<file path="config.mk">
export PLATFORM = sky130hd
export DESIGN_NAME = polarity_sync_rx
export DESIGN_NICKNAME = d
export VERILOG_FILES = /design/src/rtl/polarity_rx_pkg.sv /design/src/rtl/sync_match.sv /design/src/rtl/polarity_sync_rx.sv
export SDC_FILE = /design/constraint.sdc
export NUM_CORES = 1
export LEC_CHECK = 0
export ABC_AREA = 1
export BUFFER_PORTS_ARGS = -buffer_cell sky130_fd_sc_hd__buf_2
export CAP_MARGIN = 30
export CORE_MARGIN = 4
export CORE_UTILIZATION = 63
export DETAILED_ROUTE_END_ITERATION = 6
export PLACE_DENSITY = 0.92
export SYNTH_ARGS = -nofsm -noshare
export SYNTH_HDL_FRONTEND = slang
export SYNTH_SLANG_ARGS = --single-unit
export TNS_END_PERCENT = 1
</file>
<file path="constraint.sdc">
create_clock -name C -period 3.75 [get_ports C]
set_input_delay 0.375 -clock C [delete_from_list [all_inputs] [get_ports C]]
set_output_delay 0.375 -clock C [all_outputs]
set_load 0.1 [all_outputs]
</file>
<file path="src/rtl/polarity_rx_pkg.sv">
// Shared types and constants for the polarity-locking serial receiver.
package polarity_rx_pkg;

  typedef enum logic [1:0] {
    HUNT    = 2'd0,
    PAYLOAD = 2'd1,
    CHECK   = 2'd2
  } state_e;

  localparam logic [7:0]  DEF_SYNC_WORD = 8'hA7;
  localparam int unsigned STATS_W       = 16;
  localparam int unsigned MISS_W        = 3;

  function automatic logic [STATS_W-1:0] sat_inc(input logic [STATS_W-1:0] v);
    return (v == {STATS_W{1'b1}}) ? v : v + STATS_W'(1);
  endfunction

endpackage

</file>
<file path="src/rtl/sync_match.sv">
// Combinational sync comparator: exact match and complement match against a pattern.
module sync_match #(
  parameter int unsigned SYNC_W = 8
) (
  input  logic [SYNC_W-1:0] sr,
  input  logic [SYNC_W-1:0] pattern,
  output logic              match,
  output logic              match_inv
);

  assign match     = (sr == pattern);
  assign match_inv = (sr == ~pattern);

endmodule

</file>
<file path="src/rtl/polarity_sync_rx.sv">
// Serial receiver that hunts for a sync word of either polarity, locks, and de-inverts payload.
// Optional frame/error statistics counters are enabled with POLARITY_RX_STATS_EN.
module polarity_sync_rx
  import polarity_rx_pkg::*;
#(
  parameter int unsigned       SYNC_W    = 8,
  parameter logic [SYNC_W-1:0] SYNC_WORD = SYNC_W'(DEF_SYNC_WORD),
  parameter int unsigned       FRAME_LEN = 16,
  parameter int unsigned       LOSS_CNT  = 3
) (
  input  logic                 C,
  input  logic                 RN,
  input  logic                 EN,
  input  logic                 D,
  output logic [FRAME_LEN-1:0] Q,
  output logic                 QV,
  output logic                 INV,
  output logic                 LOCK,
  output logic                 ERR
`ifdef POLARITY_RX_STATS_EN
  ,
  output logic [STATS_W-1:0]   FRM_CNT,
  output logic [STATS_W-1:0]   ERR_CNT
`endif
);

  localparam int unsigned MAX_LEN = (FRAME_LEN > SYNC_W) ? FRAME_LEN : SYNC_W;
  localparam int unsigned CNT_W   = $clog2(MAX_LEN + 1);

  state_e                 state_q, state_d;
  // Only SYNC_W-1 history bits are stored; the incoming bit completes the window.
  logic [SYNC_W-2:0]      sr_q, sr_d;
  logic [FRAME_LEN-2:0]   pay_q, pay_d;
  logic [CNT_W-1:0]       cnt_q, cnt_d;
  logic [MISS_W-1:0]      miss_q, miss_d;
  logic [FRAME_LEN-1:0]   q_q, q_d;
  logic                   qv_q, qv_d;
  logic                   inv_q, inv_d;
  logic                   lock_q, lock_d;
  logic                   err_q, err_d;

  logic [SYNC_W-1:0]      sr_full;
  logic [FRAME_LEN-1:0]   pay_full;
  logic [SYNC_W-1:0]      pattern;
  logic                   hit;
  logic                   hit_inv;
  logic [MISS_W-1:0]      miss_inc;
  logic [CNT_W-1:0]       cnt_inc;

  assign sr_full  = {sr_q, D};
  assign pay_full = {pay_q, D ^ inv_q};
  assign miss_inc = miss_q + MISS_W'(1);
  assign cnt_inc  = cnt_q + CNT_W'(1);

  // While locked the expected sync carries the locked polarity; hunting looks for both.
  assign pattern = (state_q == CHECK) ? (SYNC_WORD ^ {SYNC_W{inv_q}}) : SYNC_WORD;

  sync_match #(
    .SYNC_W (SYNC_W)
  ) u_sync_match (
    .sr        (sr_full),
    .pattern   (pattern),
    .match     (hit),
    .match_inv (hit_inv)
  );

  always_comb begin
    state_d = state_q;
    sr_d    = sr_q;
    pay_d   = pay_q;
    cnt_d   = cnt_q;
    miss_d  = miss_q;
    q_d     = q_q;
    qv_d    = 1'b0;
    inv_d   = inv_q;
    lock_d  = lock_q;
    err_d   = 1'b0;

    if (EN) begin
      sr_d = sr_full[SYNC_W-2:0];
      unique case (state_q)
        HUNT: begin
          if (hit) begin
            inv_d   = 1'b0;
            cnt_d   = '0;
            state_d = PAYLOAD;
          end else if (hit_inv) begin
            inv_d   = 1'b1;
            cnt_d   = '0;
            state_d = PAYLOAD;
          end
        end
        PAYLOAD: begin
          pay_d = pay_full[FRAME_LEN-2:0];
          if (cnt_q == CNT_W'(FRAME_LEN - 1)) begin
            q_d     = pay_full;
            qv_d    = 1'b1;
            cnt_d   = '0;
            state_d = CHECK;
          end else begin
            cnt_d = cnt_inc;
          end
        end
        CHECK: begin
          if (cnt_q == CNT_W'(SYNC_W - 1)) begin
            cnt_d = '0;
            if (hit) begin
              lock_d  = 1'b1;
              miss_d  = '0;
              state_d = PAYLOAD;
            end else begin
              err_d = 1'b1;
              if (miss_inc == MISS_W'(LOSS_CNT)) begin
                lock_d  = 1'b0;
                inv_d   = 1'b0;
                miss_d  = '0;
                state_d = HUNT;
              end else begin
                miss_d  = miss_inc;
                state_d = PAYLOAD;
              end
            end
          end else begin
            cnt_d = cnt_inc;
          end
        end
        default: begin
          state_d = HUNT;
          cnt_d   = '0;
        end
      endcase
    end
  end

  always_ff @(posedge C or negedge RN) begin
    if (!RN) begin
      state_q <= HUNT;
      sr_q    <= '0;
      pay_q   <= '0;
      cnt_q   <= '0;
      miss_q  <= '0;
      q_q     <= '0;
      qv_q    <= 1'b0;
      inv_q   <= 1'b0;
      lock_q  <= 1'b0;
      err_q   <= 1'b0;
    end else begin
      state_q <= state_d;
      sr_q    <= sr_d;
      pay_q   <= pay_d;
      cnt_q   <= cnt_d;
      miss_q  <= miss_d;
      q_q     <= q_d;
      qv_q    <= qv_d;
      inv_q   <= inv_d;
      lock_q  <= lock_d;
      err_q   <= err_d;
    end
  end

  assign Q    = q_q;
  assign QV   = qv_q;
  assign INV  = inv_q;
  assign LOCK = lock_q;
  assign ERR  = err_q;

`ifdef POLARITY_RX_STATS_EN
  logic [STATS_W-1:0] frm_cnt_q;
  logic [STATS_W-1:0] err_cnt_q;

  // Counters advance on the same edge that raises QV / ERR.
  always_ff @(posedge C or negedge RN) begin
    if (!RN) begin
      frm_cnt_q <= '0;
      err_cnt_q <= '0;
    end else begin
      if (qv_d) begin
        frm_cnt_q <= sat_inc(frm_cnt_q);
      end
      if (err_d) begin
        err_cnt_q <= sat_inc(err_cnt_q);
      end
    end
  end

  assign FRM_CNT = frm_cnt_q;
  assign ERR_CNT = err_cnt_q;
`endif

endmodule

</file>
==> results.json <==
{
  "status": "finished, final reports clean",
  "htreeDepth": 2,
  "critPathTopFamily": "simple AND/OR/NAND/NOR gates",
  "dr.pass1.iters": 4,
  "fin_crit_sh": 0.5568,
  "clkLatencyLatePin_ns": 0.31,
  "dp.cells": 380,
  "power_density_nw_per_um2": 551.4,
  "max_freq_ghz": 0.4789,
  "wl_per_cell_um": 12.32,
  "numCtsBuffers": 5,
  "synthMuxAreaShare": 0,
  "dieArea_um2": 5181,
  "viasPerCell": 5.280,
  "drc_errors": 0,
  "cts_setup_buffers": 0,
  "cts.sinks": 52,
  "hold_violations": 0,
  "rsz0062_at_grt": "no",
  "synth-seq-area-share": 0.5046,
  "grt_start_max_net_pins": 37,
  "wl_um": 4793,
  "min_path_type": "in2reg",
  "slew_viol_final": 0,
  "core-area_um2": 3799,
  "synth_cell_types": 26,
  "antenna_found_initial": 0,
  "synth_top_area_cell": "dfrtp_1",
  "num_io_pins": 24,
  "period_minus_slack_ns": 2.088,
  "yosys.area_share.simple": 0.2314,
  "yosysMostFrequentCell": "nand2_1",
  "synth_top_family_by_area": "simple AND/OR/NAND/NOR gates",
  "synth_fa_ha_area_frac": 0.04367,
  "yosys-top-cells-area": "dfrtp_1, nand2_1, o21ai_0",
  "clk_pin_slew_worst_paths_ns": 0.09,
  "avgSynthCellArea_um2": 8.059,
  "area_growth_pct": 8.734,
  "slew_headroom": 0.4636,
  "grt_overflow_total": 0,
  "synth_top_cell_area_share": 0.5046,
  "synthArstFlopShare": 1.000,
  "grt_pass1_wl_um": 8273,
  "layout-drive-gt1-share": 0.1496,
  "crit_type": "reg2reg",
  "final_area_um2": 2804,
  "die_width_um": 71.98,
  "crit_chain": "inv_1, ha_1, nand2_4, inv_2, o21ai_0, nand3_1, nand3_2, nand2_2, nand2_1, o21ai_2",
  "grt_usage": 0.2011,
  "vias": 2054,
  "fp.dieH_um": 71.98,
  "fin_cells": 389,
  "dpl.hpwl_um": 3520,
  "synth-compound-area-share": 0.1150,
  "critPathRequiredTime_ns": 3.99,
  "maxCapViolations": 0,
  "cts_buffer_depth": 2,
  "synth-xor-area-share": 0.01019,
  "synth_nets": 333,
  "syn_area_um2": 2579,
  "cp-start-kind": "flop",
  "drtIter0Drc": 153,
  "tns_ns": 0,
  "synth_ff_type": "dfrtp_1",
  "cts_root_buffer": "clkbuf_8",
  "yosys_warnings": 0,
  "fin_skew_ns": 0.01018,
  "worst_hold_slack_ns": 0.4039,
  "cts_resized": 0,
  "tightest_slew_ns": 0.8026,
  "synth_common_cells": "nand2_1, dfrtp_1, inv_1, o21ai_0, nand3_1",
  "fillers": 278,
  "cp_max_fo": 13,
  "placementRows": 22,
  "syn_inst": 320,
  "placed_area_um2": 2705,
  "port_buffers": 23,
  "worstPathArrival_ns": 2.33,
  "cp-end-kind": "flop",
  "place_ws_ns": 1.637,
  "leakagePower_nw": 1.454,
  "start_util": 0.6789,
  "cts_tree": "yes",
  "gp_congestion": 0.8956,
  "cpMaxStageDelayCell": "ha_1",
  "synth-edff-count": 0,
  "ant_nets": 0,
  "setup_viol": 0,
  "postCtsHoldBufs": 1,
  "max_stage_delay_ns": 0.47,
  "ir_drop_uv": 439.1,
  "num_antenna_cells": 0,
  "ys_ff_latch": 52,
  "grt_pass1_vias": 1883,
  "setup_ws_ns": 1.662,
  "nets": 353,
  "crit_buf_inv": 2
}
[state kept, by name, summed over array words and instances, names as in the netlist, 2 cells and up]
name,count
Q,16
pay_q,15
sr_q,7
miss_q,3
state_q,2
cnt_q,5
[worst reg2reg max path: stages, from the launching register on]
cell,delay [ns]
dfrtp_1,0.42
inv_1,0.09
ha_1,0.47
nand2_4,0.19
inv_2,0.13
o21ai_0,0.09
nand3_1,0.12
nand3_2,0.10
nand2_2,0.24
nand2_1,0.11
o21ai_2,0.06
[final timing paths]
| check | cells past startpoint | slack [ns] | to | from |
|---|---|---|---|---|
| min in group asynchronous | 2 | 0.55 | Q[4] | RN |
| max in group asynchronous | 3 | 2.67 | pay_q[6] | RN |
| max | 10 | 1.66 | cnt_q[3] | state_q[0] |
| max reg2reg | 10 | 1.66 | cnt_q[3] | state_q[0] |
| min | 3 | 0.40 | sr_q[0] | D |
| min reg2reg | 2 | 0.49 | Q[9] | Q[9] |
[cells by family (layout without fill, tap and decap cells)]
kind of cell,count (synthesis),count (layout)
compound gates,55,55
xor+xnor,3,3
flops,52,52
buf+inv,59,80
fa+ha+maj,9,9
simple gates,142,142
[cell type report]
| class | count | area, um^2 | share of cell area |
|---|---|---|---|
| multi-input combinational | 209 | 1032 | 0.3681 |
| sequential | 52 | 1301 | 0.4641 |
| clock buffer | 6 | 72.57 | 0.02588 |
| timing repair buffer | 25 | 145.1 | 0.05176 |
| tap | 48 | 60.06 | 0.02142 |
| clock inverter | 2 | 16.27 | 0.005801 |
| inverter | 47 | 176.4 | 0.06292 |
[metrics by stage]
stage / total power [mW] / utilization
floorplan: 1.140 / -
detailed placement: 1.232 / 0.7121
global route: 1.659 / 0.7381
finish: 1.546 / 0.7381
global placement: 1.208 / 0.7069
CTS: 1.553 / 0.7381
[power by group]
group | internal (mW) | leakage, nW | switching, mW | total, mW
combinational | 0.154 | 0.713 | 0.349 | 0.503
clock | 0.133 | 0.0414 | 0.186 | 0.319
sequential | 0.647 | 0.699 | 0.0767 | 0.724
total | 0.934 | 1.45 | 0.612 | 1.55
[cells in the final DEF, fill, tap and decap left out, types with 2 or more instances in the layout]
| cell | n |
|---|---|
| nand2_2 | 2 |
| dfrtp_1 | 52 |
| clkbuf_8 | 5 |
| buf_2 | 23 |
| nand3_1 | 18 |
| inv_1 | 40 |
| nand2_1 | 98 |
| nand4_1 | 2 |
| nor2_1 | 14 |
| o21ai_0 | 34 |
| ha_1 | 9 |
| xor2_1 | 2 |
| inv_2 | 7 |
| nand3_2 | 2 |
| nor2_2 | 2 |
| o21ai_2 | 5 |
| o21ai_1 | 14 |
[routing by layer]
metal / global-route usage / part of all wire / vias to the layer above / wire, um
met3: 0.04571 / 0.054 / 9 / 257
met2: 0.3163 / 0.47 / 48 / 2229
li1: - / - / 1038 / -
met1: 0.2698 / 0.47 / 959 / 2230
met5: 0 / 0 / - / 0
met4: 0.08351 / 0.016 / 0 / 76
Note: power is estimated with default switching activity, not from simulation.
